`src/rtl/gain_ramp_stage.sv`:
```
// gain_ramp_stage: 2-stage gain/saturate pipeline with valid/ready handshake.
// Define GAIN_RAMP_EN for one code step per accepted sample; otherwise the gain jumps to target.
module gain_ramp_stage #(
  parameter int width_p = 24,
  parameter int gain_width_p = 5
) (
  input  logic                    clk_i,
  input  logic                    reset_ni,
  input  logic [gain_width_p-1:0] gain_i,
  input  logic                    mute_i,
  input  logic                    valid_i,
  output logic                    ready_o,
  input  logic [width_p-1:0]      data_i,
  output logic                    valid_o,
  input  logic                    ready_i,
  output logic [width_p-1:0]      data_o
);
  localparam int pw = width_p + gain_width_p + 1;
  localparam logic signed [pw-1:0] s_max = {{(pw-width_p+1){1'b0}}, {(width_p-1){1'b1}}};
  localparam logic signed [pw-1:0] s_min = {{(pw-width_p+1){1'b1}}, {(width_p-1){1'b0}}};
  logic [gain_width_p-1:0] g, g_nxt, t;
  logic signed [pw-1:0] p1, s;
  logic [width_p-1:0] sat;
  logic v1, v2, adv, acc;
  assign adv = !v2 || ready_i;
  assign ready_o = adv;
  assign valid_o = v2;
  assign acc = valid_i && adv;
  assign t = mute_i ? '0 : gain_i;
`ifdef GAIN_RAMP_EN
  assign g_nxt = (g < t) ? g + 1'b1 : (g > t) ? g - 1'b1 : g;
`else
  assign g_nxt = t;
`endif
  // floor shift by the unity exponent, then clamp to the sample range
  assign s = p1 >>> (gain_width_p - 1);
  assign sat = (s > s_max) ? {1'b0, {(width_p-1){1'b1}}} :
               (s < s_min) ? {1'b1, {(width_p-1){1'b0}}} : s[width_p-1:0];
  always_ff @(posedge clk_i or negedge reset_ni)
    if (!reset_ni) begin
      g      <= '0;
      p1     <= '0;
      v1     <= 1'b0;
      v2     <= 1'b0;
      data_o <= '0;
    end else if (adv) begin
      p1     <= pw'($signed(data_i)) * pw'($signed({1'b0, g}));
      v1     <= acc;
      v2     <= v1;
      data_o <= sat;
      if (acc) g <= g_nxt;
    end
endmodule

```
`config.mk`:
```
export PLATFORM = sky130hd
export DESIGN_NAME = gain_ramp_stage
export DESIGN_NICKNAME = d
export VERILOG_FILES = /design/src/rtl/gain_ramp_stage.sv
export SDC_FILE = /design/constraint.sdc
export NUM_CORES = 1
export LEC_CHECK = 0
export ABC_AREA = 1
export BUFFER_PORTS_ARGS = -buffer_cell sky130_fd_sc_hd__buf_2
export CELL_PAD_IN_SITES_DETAIL_PLACEMENT = 0
export CELL_PAD_IN_SITES_GLOBAL_PLACEMENT = 1
export CORE_MARGIN = 5
export CORE_UTILIZATION = 40
export CTS_CLUSTER_DIAMETER = 80
export DETAILED_ROUTE_END_ITERATION = 16
export PLACE_DENSITY_LB_ADDON = 0.3
export SETUP_SLACK_MARGIN = 0.15
export SYNTH_ARGS = -nofsm -noshare
export SYNTH_HDL_FRONTEND = slang
export SYNTH_SLANG_ARGS = --single-unit
```
`constraint.sdc`:
```
create_clock -name clk_i -period 3.6 [get_ports clk_i]
set_clock_uncertainty 0.15 [all_clocks]
set_input_delay 0.18 -clock clk_i [delete_from_list [all_inputs] [get_ports clk_i]]
set_output_delay 0.18 -clock clk_i [all_outputs]
set_load 0.1 [all_outputs]
```
# After elaboration in Yosys (flattened, before gate mapping)
# Cells that the tools add are included.
[totals]
regBits = 61
in_bits = 34
wordCells = 15
[op_classes]
mul = 1
order_cmp = 2
n_mux = 3
reduce_logical = 4
[op_table]
columns = ["op", "n"]
rows = [
  ["$mux 24", 2],
  ["$mul 24x6->30", 1],
  ["$gt 26x24->1 const B", 1],
  ["$lt 26x24->1 const B", 1],
  ["$mux 5", 1],
  ["$reduce_and 2->1", 1],
  ["$logic_and 1x1->1", 1],
  ["$logic_not 1->1", 1],
  ["$logic_or 1x1->1", 1],
]

# Logic depth before layout (Yosys ltp)
# Gate-level depths: netlist (run 1).
[logic_depth]
ltp_word = 4
mapped_depth = 21
ltp_nobuf = 19

# Worst setup path after synthesis (run 1)
# OpenSTA, ideal clock, no wires.
[synth_path]
kind = "flip-flop to flip-flop"
startpoint = "register g[2]"
endpoint = "register p1[17]"
t_arrival_ns = 3.660
required_time_ns = 3.330
setup_slack_ns = -0.330
stages_incl_launch_ff = 20
n_path_buf = 2
synth_period_minus_slack_ns = 3.930
path_cell_list = "dfrtp_1 -> clkbuf_1 -> clkbuf_1 -> nand2_1 -> fa_1 -> inv_1 -> fa_1 -> inv_1 -> fa_1 -> inv_1 -> ha_1 -> nand2_1 -> inv_1 -> nand2_1 -> nand3_1 -> nand2_1 -> nand3_1 -> or2_1 -> nand3_1 -> nand2_1"
[synth_via]
elab_chain_len = 1
[synth_rtl]
columns = ["item", "line_no", "source"]
rows = [
  ["from (decl)", "21", "logic [gain_width_p-1:0] g, g_nxt, t;"],
  ["from (signal assigned)", "51", "if (acc) g <= g_nxt;"],
  ["$mul 24x6->30", "47", "p1 <= pw'($signed(data_i)) * pw'($signed({1'b0, g}));"],
  ["to (signal assigned)", "47", ""],
  ["to (decl)", "22", "logic signed [pw-1:0] p1, s;"],
]
# No other way between the ends.
# A chain may end at the register's enable or synchronous reset.

# Worst setup path after layout (run 1)
# Same ends and word-level chain as after synthesis.

==> flow_summary_export.csv, run 1 <==
group,metric,value,unit
sta,period_share,108,%
cells_and_area,layout.nets,1392,
clocking,clock-sinks,57,
setup_path,path_buf_inv,5,
logic_synthesis,async_reset_ff_share,100,%
clocking,cts.clk_slew.worst_paths,0.05,ns
pwr,p_leak,5.98,nW
global_route,antenna_found_initial,0,
global_route,grtUsageTotal,17.2,%
logic_synthesis,synthCells,1124,
logic_synthesis,synth_commonest_cells,"389 x nand2_1, 328 x inv_1, 73 x fa_1, 61 x nor2_1, 57 x dfrtp_1",
placed_design,hpwl,14.5,mm
logic_synthesis,ys_ff_latch,57,
setup_path,cp_top_family,"adder cells",
route,num_vias,6641,
route,first_iter_violations,248,
hold_path,hp-class,"input port to flop",
sta,setup-violations-final,23,
sta,tightest_slew,0.791,ns
logic_synthesis,syn_avg_cell_area,6.52,µm²
cells_and_area,fin_area,9740,µm²
setup_path,startpoint_type,"flop",
setup_path,critPathMaxFanout,6,
global_route,grt_pass1_wl,31.0,mm
placed_design,placed_area,8770,µm²
clocking,clk_latency,0.32,ns
setup_path,cpMostUsedCell,"fa_1",
pwr,peakVddDrop,0.611,mV
clocking,clockBufferDepth,2,
global_route,grt_pass1_vias,6722,
logic_synthesis,ys_types,26,
route,wire_per_inst,12.6,µm
run_status,violations,"hold timing, setup timing",
logic_synthesis,synthTopCellsByArea,"fa_1 20%, nand2_1 20%, dfrtp_1 19%",
setup_path,crit_slowest_cell,"fa_1",
clocking,ctsRootBufferMaster,"clkbuf_16",
cells_and_area,diodes,0,
logic_synthesis,synth_top_area_share,19.9,%
floorplanning,initial_core_util,40.7,%
run_status,status,"finished with violations",
global_route,grt_max_degree,57,
sta,hold_viol_final,1,
placed_design,port_buffers,59,
setup_path,cp.arrival,3.94,ns
sta,drv_slew,0,
sta,rsz0062_at_grt,"yes",
setup_path,slowest_delay,0.54,ns
floorplanning,die_h,145,µm
sta,setup_ws,-0.287,ns
clocking,cts_tree,"done",
placed_design,place.gp.congestion,0.838,
logic_synthesis,synth_most_common_cell,"nand2_1",
sta,whs,-0.00287,ns
logic_synthesis,synth-edff-count,0,
cells_and_area,area_growth,32.8,%
flow_run,maxCapViolCount,0,
sta,max_freq,0.257,GHz
route,drc_errors,0,
logic_synthesis,syn_nets,1285,
floorplanning,fp.dieArea,21100,µm²
logic_synthesis,yosysTopAreaCell,"fa_1",
pwr,powerDensity,644,nW/µm²
logic_synthesis,ys_seq_area_share,19.5,%
setup_path,critPathRequiredTime,3.66,ns
route,drtPass1Iterations,5,
sta,fin_tns_setup,-4.25,ns
clocking,cts-htree-levels,3,
setup_path,critical_path_class,"flop to flop",
setup_path,end_kind,"flop",
route,routed_wl,18.5,mm
floorplanning,die_w,145,µm
floorplanning,fp-row-count,49,
route,avgViaCountPerCell,4.53,
route,antenna_left,0,
clocking,cts_buffers,9,
cells_and_area,num-fill-cells,1805,
setup_path,path_cells,"clkbuf_16, buf_12, nand2_2, inv_1, fa_1, fa_1, inv_2, fa_1, inv_2, ha_4, nand2_4, nor2_4, and3_4, nand2_1, nand3_2, or2_1, nand3_1, nand2_1",
floorplanning,pin_count,60,
cells_and_area,layout-drive-gt1-share,29.2,%
sta,slew-limit-headroom,47.2,%
sta,fin_crit,3.89,ns
logic_synthesis,yosys_warnings,0,
global_route,grt_overflow,0,
logic_synthesis,syn_area,7330,µm²
logic_synthesis,synth_flop_cell,"dfrtp_1",
floorplanning,core,18000,µm²
[final timing paths]
path | start | to | slack (ns) | cells past startpoint
worst max-delay path | g[2] | p1[17] | -0.29 | 18
worst min-delay path | gain_i[3] | g[3] | -0.003 | 3
worst max register to register | g[2] | p1[17] | -0.29 | 18
worst min register to register | v1 | valid_o | 0.31 | 2
max in group asynchronous | reset_ni | p1[23] | 2.16 | 3
min in group asynchronous | reset_ni | data_o[0] | 0.31 | 2
[state kept, by name (all words and copies together), names as in the netlist]
signal and flops:
v1 1, g 5, p1 26, data_o 24, valid_o 1
[what timing repair did]
item                                    4_1_cts  5_1_grt
hold buffers                                  2        0
endpoints found under the hold margin        34        0
pin swaps                                     1       63
buffers inserted                              1        8
endpoints found under the setup margin       24       24
cloned                                        0        2
resized for setup                            31      130
[through the flow]
| step | total power, mW | worst slack (ns) | util (%) | std cells |
|---|---|---|---|---|
| after floorplan | 4.06 | 0.0766 | - | 1124 |
| after global placement | 5.01 | -0.272 | 48.6 | 1436 |
| after detailed placement | 5.05 | -0.284 | 48.6 | 1436 |
| after CTS | 6.10 | -0.169 | 51.3 | 1455 |
| after global routing | 6.74 | -0.412 | 54.0 | 1465 |
| final | 6.27 | -0.287 | 54.0 | 1465 |
[power by group]
part / switching [mW] / internal [mW] / leakage [nW]
sequential: 0.154 / 0.924 / 0.707
combinational: 2.81 / 1.43 / 5.10
clock: 0.290 / 0.661 / 0.169
total: 3.25 / 3.02 / 5.98
[layer usage]
layer	vias up	track usage (%)	wire length [µm]
met5	-	0	0
met4	0	2.75	207
met3	18	2.09	586
met2	95	33.5	9730
met1	3108	20.5	7980
li1	3420	-	-
[cell families after synthesis]
kind of cell / Yosys count / synth area share, %
buffers and inverters: 361 / 18.5
flip-flops: 57 / 19.5
AND/OR/NAND/NOR: 513 / 27.9
XOR/XNOR: 7 / 0.836
adder cells (fa/ha/maj): 127 / 29.2
AO/OA/AOI/OAI: 59 / 4.06
[placed cells by master, fill, tap and decap left out, types with 11 or more instances in the layout]
cell type and instances:
inv_2 51, nand2_2 59, nand3_2 13, o21ai_0 11, nor2_2 12, nor2_1 38, fa_1 72, nand2_1 304
buf_2 59, nand3_1 24, nor2_4 12, ha_1 31, inv_1 284, ha_4 23, buf_4 50, clkbuf_16 11
nand2_4 29, dfrtp_1 56, o21ai_1 28
[worst reg2reg max path, delay by kind of cell, from the launching register on]
| family | cells | cell delay, ns |
|---|---|---|
| fa+ha+maj | 4 | 1.78 |
| simple gates | 9 | 0.89 |
| flops | 1 | 0.49 |
| buf+inv | 5 | 0.48 |
[layout make-up]
type,instances,area [µm²],area share (%)
Clock buffer,12,267,2.74
Clock inverter,4,73.8,0.758
Inverter,335,1260,12.9
Multi-Input combinational cell,706,5520,56.7
Sequential cell,57,1430,14.7
Tap cell,229,287,2.94
Timing Repair Buffer,122,903,9.28
No activity file was read; power rests on OpenSTA's default activity.
==> run 2, diff against run 1 <==
- MAX_ROUTING_LAYER: default -> met4
- SKIP_CTS_REPAIR_TIMING: default -> 1
==> run 2 against run 1 <==
Against the previous run: the flow still finishes with violations (hold timing, setup timing); clock power barely moved; final area rose by 1.1%; worst hold slack got worse by 0.0029 ns; first-iteration DRC count fell by 7.7%; via count fell by 0.41%; sequential share of layout area fell by 0.16 points; maximum frequency rose by 2.6%; die area did not move; utilization rose by 0.61 points; non-clock buffer count rose by 2; clock-buffer cell count did not move; cell count rose by 0.14%; critical endpoint is now p1[23]; largest cell class unchanged; largest power group unchanged.
==> flow_summary_export.csv, run 2 (synthesized netlist as in run 1, its figures left out) <==
group,metric,value,unit
pwr,power_frac_clock,15.1,%
cells_and_area,layout-drive-gt1-share,30.5,%
hold_path,hold_path.startpoint,"gain_i[1]",
sta,whs,-0.00577,ns
pwr,p_leak,6.03,nW
run_status,status,"finished with violations",
pwr,switching_share,51.9,%
setup_path,cp.arrival,3.84,ns
sta,period_share,105,%
floorplanning,fp-row-count,49,
cells_and_area,top_regs,"p1: 26 flops, data_o: 24 flops, g: 5 flops",
setup_path,critPathMaxFanout,5,
clocking,cts_tree,"done",
clocking,ctsRootBufferMaster,"clkbuf_16",
sta,setup_ws,-0.188,ns
sta,slew-limit-headroom,47.6,%
cells_and_area,area_growth,34.3,%
clocking,clockBufferDepth,2,
route,drc_errors,0,
global_route,grt_pass1_vias,6666,
pwr,internal_power,3.04,mW
pwr,seqPwrFrac,17.1,%
sta,tightest_slew,0.784,ns
clocking,clk_latency,0.32,ns
hold_path,holdPathEnd,"g[1]",
cells_and_area,layout_commonest_cell,"nand2_1",
run_status,violations,"hold timing, setup timing",
setup_path,critical_path_class,"flop to flop",
route,antenna_left,0,
clocking,cts-htree-levels,3,
setup_path,reg2reg_slack,-0.19,ns
flow_run,maxCapViolCount,0,
clocking,cts.clk_slew.worst_paths,0.05,ns
clocking,cts_buffers,9,
pwr,powerDensity,641,nW/µm²
route,first_iter_violations,229,
sta,fin_crit,3.79,ns
route,routed_wl,18.4,mm
cells_and_area,final_cells,1467,
pwr,pwr-share-comb,67.8,%
route,wire_per_inst,12.5,µm
sta,max_freq,0.264,GHz
sta,drv_slew,0,
setup_path,reg2regPathDepth,17,
sta,setup-violations-final,23,
setup_path,end_kind,"flop",
cells_and_area,diodes,0,
cells_and_area,largest_reg_flops,26,
route,num_vias,6614,
cells_and_area,layout.nets,1394,
setup_path,critPathRequiredTime,3.65,ns
floorplanning,die_h,145,µm
global_route,grt_pass1_wl,30.8,mm
sta,hold_viol_final,2,
global_route,grtUsageTotal,17.7,%
cells_and_area,layout_common_cells,"294 x nand2_1, 285 x inv_1, 72 x fa_1, 62 x nand2_2, 59 x buf_2",
placed_design,place.gp.congestion,0.851,
hold_path,hp-class,"input port to flop",
placed_design,port_buffers,59,
setup_path,r2r-end,"p1[23]",
global_route,antenna_found_initial,0,
floorplanning,initial_core_util,40.7,%
clocking,clock-sinks,57,
route,drtPass1Iterations,4,
cells_and_area,num-fill-cells,1812,
cells_and_area,top_register,"p1",
pwr,peakVddDrop,0.611,mV
sta,rsz0062_at_grt,"yes",
floorplanning,die_w,145,µm
setup_path,reg2reg_from,"g[0]",
floorplanning,core,18000,µm²
floorplanning,fp.dieArea,21100,µm²
setup_path,startpoint_type,"flop",
placed_design,hpwl,14.5,mm
hold_path,min_delay_path_depth,3,
pwr,p_total,6.31,mW
floorplanning,pin_count,60,
global_route,grt_max_degree,57,
global_route,grt_overflow,0,
route,avgViaCountPerCell,4.51,
placed_design,place_inst,1436,
pwr,power.switching,3.28,mW
-- run 2: cell count changes in the layout (fill, tap and decap cells not counted), moves of 4 or more --
cell / before / now
nand2_1: 304 / 294
nor2_4: 12 / 18
nand2_4: 29 / 36
nor2_1: 38 / 34
buf_6: 2 / 7
inv_2: 51 / 47
-- run 2: worst max-delay path by stage --
| stage | startpoint | end | slack, ns | cells after the start |
|---|---|---|---|---|
| 4_1_cts | g[0] | p1[25] | -0.29 | 19 |
| 2_1_floorplan | g[2] | p1[19] | 0.08 | 18 |
| 3_5_place_dp | g[0] | p1[25] | -0.28 | 19 |
| 5_1_grt | g[0] | p1[12] | -0.34 | 16 |
| 6_report | g[0] | p1[23] | -0.19 | 17 |
| 3_3_place_gp | g[0] | p1[25] | -0.27 | 19 |
-- run 2: power groups by stage --
stage               Sequential (mW)  Combinational (mW)  Clock [mW]
floorplan                      2.00                2.06           0
global placement               1.08                3.93           0
detailed placement             1.08                3.97           0
CTS                            1.08                3.99       0.959
global route                   1.11                4.69       0.993
finish                         1.08                4.28       0.951
-- run 2: final cells by class --
type	instances	area, µm²	area share, %
inverters	335	1260	12.8
flip-flops and latches	57	1430	14.5
multi-input cells	706	5620	57.1
repair buffers	124	910	9.24
clock buffers	12	267	2.71
well taps	229	287	2.91
clock inverters	4	73.8	0.750
-- run 2: metrics by stage --
| step | setup slack [ns] | util [%] | TNS, ns | instance area [µm²] |
|---|---|---|---|---|
| 4_1_cts | -0.287 | 50.5 | -3.00 | 9110 |
| 6_report | -0.188 | 54.6 | -2.89 | 9850 |
| 3_5_place_dp | -0.284 | 48.6 | -2.63 | 8770 |
| 5_1_grt | -0.337 | 54.6 | -6.38 | 9850 |
| 2_1_floorplan | 0.0766 | - | 0 | 7920 |
| 3_3_place_gp | -0.272 | 48.6 | -1.39 | 8770 |
-- run 2: per-layer routing --
layer	routed length [µm]	global-route usage [%]
met4	237	2.75
met5	0	-
met2	9760	33.2
met1	7980	20.5
met3	408	2.18
-- run 2: critical path: stages, from the launching register on --
cell and delay, ns:
dfrtp_2 0.49, clkbuf_16 0.20, nand2_1 0.06, inv_1 0.04, fa_1 0.47, fa_1 0.55, inv_1 0.05, fa_1 0.49
inv_2 0.05, ha_4 0.26, nand2_4 0.10, inv_1 0.06, a21oi_2 0.17, nor2_1 0.05, nor2_1 0.13, nand4_1 0.12
nand3_1 0.15, nand2_1 0.06
